### src/rtl/reg_scoreboard_if.sv
// Decode/writeback bundle for the register hazard scoreboard.
// The master side is the pipeline (decode + writeback); the slave side is the scoreboard.
interface reg_scoreboard_if #(
  parameter int REGNUM  = 8,
  parameter int STALL_W = 16
);
  logic               issue_valid;
  logic               issue_ready;
  logic [3:0]         srcA;
  logic [3:0]         srcB;
  logic [3:0]         dstE;
  logic [3:0]         dstM;
  logic [3:0]         wb_dstE;
  logic [3:0]         wb_dstM;
  logic               flush;
  logic [REGNUM-1:0]  busy_mask;
  logic [STALL_W-1:0] stall_count;
  logic               err;

  modport master (
    output issue_valid, srcA, srcB, dstE, dstM, wb_dstE, wb_dstM, flush,
    input  issue_ready, busy_mask, stall_count, err
  );

  modport slave (
    input  issue_valid, srcA, srcB, dstE, dstM, wb_dstE, wb_dstM, flush,
    output issue_ready, busy_mask, stall_count, err
  );
endinterface

### src/rtl/reg_scoreboard.sv
// Hazard scoreboard: one pending-write counter per architectural register.
// Decode is held off while a source has an outstanding write or a destination
// counter is full; writeback retires entries every cycle regardless of issue.
// Register IDs at or above REGNUM (including NOREG = 4'hF) never match any
// counter, so they are ignored on every port without extra decoding.
module reg_scoreboard #(
  parameter int REGNUM  = 8,
  parameter int CNT_W   = 2,
  parameter int STALL_W = 16
) (
  input  logic          clk,
  input  logic          rst,
  reg_scoreboard_if.slave sb
);

  localparam logic [CNT_W-1:0] CNT_MAX = '1;

  logic [REGNUM-1:0]  haz_vec;
  logic [REGNUM-1:0]  sat_vec;
  logic [REGNUM-1:0]  inc_vec;
  logic [REGNUM-1:0]  dec_vec;
  logic [REGNUM-1:0]  underflow_vec;
  logic [REGNUM-1:0]  busy_next;
  logic [REGNUM-1:0]  busy_reg;
  logic [STALL_W-1:0] stall_reg;
  logic               err_reg;
  logic               ready;
  logic               accept;

  // Hazard and saturation look only at registered counts; a retire in the
  // same cycle is not credited because the regfile writes at the edge.
  assign ready  = !(|haz_vec) && !(|sat_vec) && !sb.flush;
  assign accept = sb.issue_valid && ready;

  generate
    for (genvar gi = 0; gi < REGNUM; gi++) begin : g_reg
      localparam logic [3:0] ID = 4'(gi);

      logic [CNT_W-1:0] cnt_q;
      logic [CNT_W-1:0] cnt_d;

      // Matching either port sets a single bit, so dstE == dstM (or
      // wb_dstE == wb_dstM) naturally counts once.
      assign inc_vec[gi]       = accept && ((sb.dstE == ID) || (sb.dstM == ID));
      assign dec_vec[gi]       = (sb.wb_dstE == ID) || (sb.wb_dstM == ID);
      assign haz_vec[gi]       = ((sb.srcA == ID) || (sb.srcB == ID)) && (cnt_q != '0);
      assign sat_vec[gi]       = ((sb.dstE == ID) || (sb.dstM == ID)) && (cnt_q == CNT_MAX);
      assign underflow_vec[gi] = !sb.flush && dec_vec[gi] && (cnt_q == '0);

      // Counter next state: flush clears, inc+dec cancels, underflow holds at 0.
      always_comb begin
        cnt_d = cnt_q;
        if (sb.flush) begin
          cnt_d = '0;
        end else if (inc_vec[gi] && !dec_vec[gi]) begin
          cnt_d = cnt_q + 1'b1;
        end else if (!inc_vec[gi] && dec_vec[gi] && (cnt_q != '0)) begin
          cnt_d = cnt_q - 1'b1;
        end
      end

      assign busy_next[gi] = (cnt_d != '0);

      // Pending-write counter register.
      always_ff @(posedge clk or negedge rst) begin
        if (!rst) begin
          cnt_q <= '0;
        end else begin
          cnt_q <= cnt_d;
        end
      end
    end
  endgenerate

  // Busy mask mirrors the post-update counters.
  always_ff @(posedge clk or negedge rst) begin
    if (!rst) begin
      busy_reg <= '0;
    end else begin
      busy_reg <= busy_next;
    end
  end

  // Saturating count of cycles where decode was held off (flush cycles excluded).
  always_ff @(posedge clk or negedge rst) begin
    if (!rst) begin
      stall_reg <= '0;
    end else if (sb.issue_valid && !ready && !sb.flush && (stall_reg != '1)) begin
      stall_reg <= stall_reg + 1'b1;
    end
  end

  // Sticky retire-underflow flag; only reset clears it.
  always_ff @(posedge clk or negedge rst) begin
    if (!rst) begin
      err_reg <= 1'b0;
    end else if (|underflow_vec) begin
      err_reg <= 1'b1;
    end
  end

  assign sb.issue_ready = ready;
  assign sb.busy_mask   = busy_reg;
  assign sb.stall_count = stall_reg;
  assign sb.err         = err_reg;

endmodule
### src/flat_wrapper.sv
// flat-port wrapper written by rule: the top's interface ports become plain ports
module reg_scoreboard_flat 
#(
  parameter int REGNUM  = 8,
  parameter int CNT_W   = 2,
  parameter int STALL_W = 16
)
  (clk, rst, sb_issue_valid, sb_srcA, sb_srcB, sb_dstE, sb_dstM, sb_wb_dstE, sb_wb_dstM, sb_flush, sb_issue_ready, sb_busy_mask, sb_stall_count, sb_err);
  reg_scoreboard_if #(.REGNUM(REGNUM), .STALL_W(STALL_W)) sb_i ();
  input  logic clk;
  input  logic rst;
  input wire logic [$bits(sb_i.issue_valid)-1:0] sb_issue_valid;
  input wire logic [$bits(sb_i.srcA)-1:0] sb_srcA;
  input wire logic [$bits(sb_i.srcB)-1:0] sb_srcB;
  input wire logic [$bits(sb_i.dstE)-1:0] sb_dstE;
  input wire logic [$bits(sb_i.dstM)-1:0] sb_dstM;
  input wire logic [$bits(sb_i.wb_dstE)-1:0] sb_wb_dstE;
  input wire logic [$bits(sb_i.wb_dstM)-1:0] sb_wb_dstM;
  input wire logic [$bits(sb_i.flush)-1:0] sb_flush;
  output wire logic [$bits(sb_i.issue_ready)-1:0] sb_issue_ready;
  output wire logic [$bits(sb_i.busy_mask)-1:0] sb_busy_mask;
  output wire logic [$bits(sb_i.stall_count)-1:0] sb_stall_count;
  output wire logic [$bits(sb_i.err)-1:0] sb_err;
  assign sb_i.issue_valid = sb_issue_valid;
  assign sb_i.srcA = sb_srcA;
  assign sb_i.srcB = sb_srcB;
  assign sb_i.dstE = sb_dstE;
  assign sb_i.dstM = sb_dstM;
  assign sb_i.wb_dstE = sb_wb_dstE;
  assign sb_i.wb_dstM = sb_wb_dstM;
  assign sb_i.flush = sb_flush;
  assign sb_issue_ready = sb_i.issue_ready;
  assign sb_busy_mask = sb_i.busy_mask;
  assign sb_stall_count = sb_i.stall_count;
  assign sb_err = sb_i.err;
  reg_scoreboard #(.REGNUM(REGNUM), .CNT_W(CNT_W), .STALL_W(STALL_W)) u_core (.clk(clk), .rst(rst), .sb(sb_i));
endmodule
### config.mk
export PLATFORM = sky130hd
export DESIGN_NAME = reg_scoreboard_flat
export DESIGN_NICKNAME = d
export VERILOG_FILES = /design/src/rtl/reg_scoreboard_if.sv /design/src/rtl/reg_scoreboard.sv /design/src/flat_wrapper.sv
export SDC_FILE = /design/constraint.sdc
export NUM_CORES = 1
export LEC_CHECK = 0
export CAP_MARGIN = 30
export CORE_MARGIN = 5
export CORE_UTILIZATION = 45
export CTS_BUF_LIST = sky130_fd_sc_hd__clkbuf_16
export DETAILED_ROUTE_END_ITERATION = 7
export GPL_ROUTABILITY_DRIVEN = 1
export PLACE_DENSITY_LB_ADDON = 0.3
export SKIP_CTS_REPAIR_TIMING = 1
export SLEW_MARGIN = 10
export SYNTH_ARGS = -nofsm -noshare
export SYNTH_HDL_FRONTEND = slang
export SYNTH_SLANG_ARGS = --single-unit
### constraint.sdc
create_clock -name clk -period 8.2 [get_ports clk]
set_clock_uncertainty 0.05 [all_clocks]
set_input_delay 1.23 -clock clk [delete_from_list [all_inputs] [get_ports clk]]
set_output_delay 1.23 -clock clk [all_outputs]
set_load 0.1 [all_outputs]
* Word level (Yosys, flattened, before mapping) *
Cells that the tools add are included.

word-level totals
  flip-flop bits (word level) = 41
  memories = 0
  word-level logic and storage cells = 250
  input bits = 28
  latch bits = 0
  memory bits (writable) = 0
  output and inout bits = 26
  memory bits (read-only) = 0

operators by class
  bitwise logic cells = 0
  add/sub/neg operators = 17
  divide/modulo/power cells = 0
  equal/unequal tests = 51
  reductions and logical operators = 147
  mux-type cells = 24
  magnitude comparators = 0
  shift-type cells = 0
  multiply operators = 0

operator list
  cell                                                                 number
  4-bit by 3-bit == test with 1-bit output (second input constant)     24
  1-bit logical AND                                                    70
  4-bit by 2-bit == test with 1-bit output (second input constant)     12
  2-bit two-way mux                                                    24
  2-bit nonzero test                                                   16
  4-bit by 1-bit == test with 1-bit output (second input constant)     6
  4-bit zero test                                                      6
  1-bit logical OR                                                     24
  8-bit OR reduction                                                   3
  1-bit zero test                                                      20
  16-bit by 1-bit adder with 16-bit output (second input constant)     1
  2-bit by 1-bit adder with 2-bit output (second input constant)       8
  2-bit == test (second input constant)                                8
  2-bit zero test                                                      8
  16-bit inequality test (second input constant)                       1
  2-bit by 1-bit subtractor with 2-bit output (second input constant)  8

* Logic depth before layout (Yosys ltp) *
  depth after elaboration = 16
  mapped depth = 10
  depth with buffers taken out = 9

* Worst setup path before layout *
Ideal clock, no wire load.

  kind = in2out
  from = input sb_srcB[2]
  to = output sb_issue_ready
  buffers on the path = 1
  slack = 3.558 ns
  cell stages on the path = 6
  arrival = 3.362 ns
  required time = 6.920 ns
  cells stage by stage = or4b_2 a21oi_1 or4_4 a2111oi_4 buf_6 and2_1

on the way
  cells in the longest elaborated chain, start to end = 7
  elaborated cells between the ends (all ways) = 28
  those cells by class = eq/ne: 7; reduce/logical: 21

RTL lines
  item                                                                    line                  source
  start, declared                                                         flat_wrapper.sv:14    input wire logic [$bits(sb_i.srcB)-1:0] sb_srcB;
  4-bit by 1-bit == test with 1-bit output, or another cell as far along  reg_scoreboard.sv:46  assign haz_vec[gi] = ((sb.srcA == ID) || (sb.srcB == ID)) && (cnt_q != '0);
  1-bit logical OR                                                        reg_scoreboard.sv:46
  1-bit logical AND                                                       reg_scoreboard.sv:46
  8-bit OR reduction (*)                                                  reg_scoreboard.sv:32  assign ready = !(|haz_vec) && !(|sat_vec) && !sb.flush;
  1-bit zero test (*)                                                     reg_scoreboard.sv:32
  1-bit logical AND (*) (2 in series)                                     reg_scoreboard.sv:32
  end, declared                                                           flat_wrapper.sv:20    output wire logic [$bits(sb_i.issue_ready)-1:0] sb_issue_ready;

Mark *: on every way between the ends. The rest lies on a longest branch, timed or not.

* Worst setup path after layout *
Ends and elaborated chain as after synthesis.

==> flow_metrics.tcl <==
set metrics [dict create \
    die_width_um 94.6 \
    synth_ff_type "dfrtp_1" \
    h-tree-depth 2 \
    final_antenna_net_count 0 \
    crit_path_max_incr_delay_ps 1130 \
    antenna_found_initial 0 \
    netlist_area_um2 3220 \
    finalCritPeriodShare 0.724 \
    yosys_warnings 0 \
    worstMarginPinSlew_ps 971 \
    syn-num-nets 396 \
    p_leak_nw 1.79 \
    crit_chain "clkdlybuf4s50_1, or4b_2, a21oi_1, or4_4, a2111oi_4, buf_6, and2_1, clkdlybuf4s50_1" \
    grt_pass1_wl_um 12700 \
    track_usage 0.180 \
    fill_cells 578 \
    wl_um 7740 \
    min_path_type "reg -> reg" \
    async_flop_share 1.00 \
    wl_per_cell_um 15.3 \
    cpMostUsedCell "clkdlybuf4s50_1" \
    cts.sinks 41 \
    synth-seq-cells 41 \
    crit_type "in -> out" \
    io_buffer_count 53 \
    cts_tree "done" \
    drive_gt1_frac 0.100 \
    clk_pin_slew_ps 60 \
    synth_top_area_frac 0.319 \
    setup_viol 0 \
    synthCells 351 \
    synth.top_cells.by_count "dfrtp_1, nor2_1, inv_1, ha_1, nand2b_1" \
    cts-root-buf "clkbuf_16" \
    drtIter0Drc 204 \
    synthAdderAreaFrac 0.0660 \
    dieArea_um2 8950 \
    relSlewSlack 0.350 \
    hpwl_um 5930 \
    outcome "finished clean" \
    synthSimpleGateAreaFrac 0.286 \
    grt_max_degree 36 \
    cp-end-kind "primary output" \
    grt_overflow 0 \
    fin_tns_setup_ps 0 \
    crit_slowest_cell "clkdlybuf4s50_1" \
    synth_edf_count 0 \
    synth_top_family_by_area "simple AND/OR/NAND/NOR gates" \
    placed_area_um2 3850 \
    place_congestion 0.864 \
    initial_utilization 0.469 \
    crit_fanout 12 \
    num_io_pins 54 \
    num_antenna_cells 0 \
    rsz0062_at_grt "false" \
    startpoint_type "input pin" \
    drt-pass1-iter-count 4 \
    crit_arrival_ps 4650 \
    syn_area_per_cell_um2 9.18 \
    drc 0 \
    synth_area_leaders "dfrtp_1, ha_1, nor2_1" \
    final_cells 504 \
    die_y_um 94.6 \
    drv_cap 0 \
    maxSlewViolCount 0 \
    vias 2881 \
    cts_buffers 5 \
    place_inst 495 \
    max_freq_ghz 0.169 \
    grt_pass1_vias 2747 \
    power_density_nw_per_um2 184 \
    vdd_ir_drop_max_mv 0.104 \
    ys_seq_area_frac 0.319 \
    muxShareOfSynthArea 0.0820 \
    hold_viol 0 \
    period_minus_slack_ps 5930 \
    synth_xor_area_frac 0.0354 \
    syn_to_final_growth_pct 25.2 \
    yosysUniqueCellTypes 60 \
    final_nets 452 \
    cp.required_ps 6920 \
    final_cell_area_um2 4030 \
    routed_via_density 5.72 \
    synth-compound-area-share 0.170 \
    yosys.area.top_type "dfrtp_1" \
    rows 30 \
    clkLatencyLatePin_ps 290 \
    cts_buffer_depth 2 \
    core-area_um2 6870 \
]
[cell type report]
cell class,instances,area [µm²],share of cell area
Timing Repair Buffer,57,572,0.142
Sequential cell,41,1030,0.254
Clock inverter,3,41.3,0.0102
Tap cell,96,120,0.0298
Multi-Input combinational cell,278,2060,0.510
Clock buffer,5,125,0.0310
Inverter,24,90.1,0.0223
[worst max-delay path: cells and delay by family]
kind / cells / cell delay (ps)
AND/OR/NAND/NOR: 3 / 920
buffers and inverters: 3 / 1860
AO/OA/AOI/OAI: 2 / 630
[per-stage QoR]
| step | total power (W) | util | hold WS (ps) | setup slack (ps) |
|---|---|---|---|---|
| 6_report | 0.000743 | 0.587 | 422 | 2270 |
| 4_1_cts | 0.000749 | 0.585 | 431 | 2100 |
| 2_1_floorplan | 0.000442 | - | 462 | 3560 |
| 3_5_place_dp | 0.000522 | 0.561 | 410 | 2100 |
| 3_3_place_gp | 0.000516 | 0.558 | 408 | 2120 |
| 5_1_grt | 0.000780 | 0.587 | 457 | 2170 |
[layout by cell type (no fill, tap or decap), types with 3 or more instances in the layout]
master / instances
nor2_1: 41
and3_1: 12
or2_2: 4
or4b_2: 4
o2111ai_1: 3
a21oi_1: 7
o32ai_1: 3
nand2b_1: 16
ha_1: 17
clkdlybuf4s50_1: 52
nand2_1: 12
a22oi_1: 6
a221oi_1: 7
nor4b_1: 4
and2_1: 5
mux2_2: 11
xnor2_1: 8
nor4bb_1: 4
clkbuf_16: 5
mux2i_1: 14
nand3_1: 9
dfrtp_1: 41
nor3_1: 7
xor2_1: 5
nand4_1: 9
inv_1: 24
nor2b_1: 6
a22o_1: 3
o311a_1: 5
o21ai_0: 13
a211oi_1: 7
o22ai_1: 5
[routing by layer]
metal / global-route usage / vias to the layer above / share of wire
li1: - / 1430 / -
met1: 0.234 / 1383 / 0.45
met2: 0.305 / 60 / 0.49
met3: 0.0406 / 8 / 0.052
met4: 0.0433 / 0 / 0.0087
met5: 0 / - / 0
[path summary, 6_finish.rpt]
check	from	endpoint	slack (ps)	cells past startpoint
setup / recovery	sb_srcB[2]	sb_issue_ready	2270	8
max in group asynchronous	rst	u_core.sb.stall_count[12]	6880	2
min in group asynchronous	rst	u_core.sb.busy_mask[1]	760	1
hold / removal	u_core.sb.err	u_core.sb.err	420	1
setup reg to reg	u_core.g_reg[0].cnt_q[0]	u_core.g_reg[4].cnt_q[0]	4940	9
hold reg to reg	u_core.sb.err	u_core.sb.err	420	1
[where the power goes]
part | internal, W | switching (W)
Combinational | 0.0000843 | 0.000190
Sequential | 0.000222 | 0.0000218
Clock | 0.000143 | 0.0000820
[logic make-up (layout without fill, tap and decap cells)]
| logic type | count (synthesis) | in the layout |
|---|---|---|
| AO/OA/AOI/OAI | 72 | 72 |
| XOR/XNOR | 13 | 13 |
| adder cells (fa/ha/maj) | 17 | 17 |
| buffers and inverters | 32 | 89 |
| flip-flops | 41 | 41 |
| multiplexers | 25 | 25 |
| AND/OR/NAND/NOR | 151 | 151 |
(Power assumes the default switching activity.)
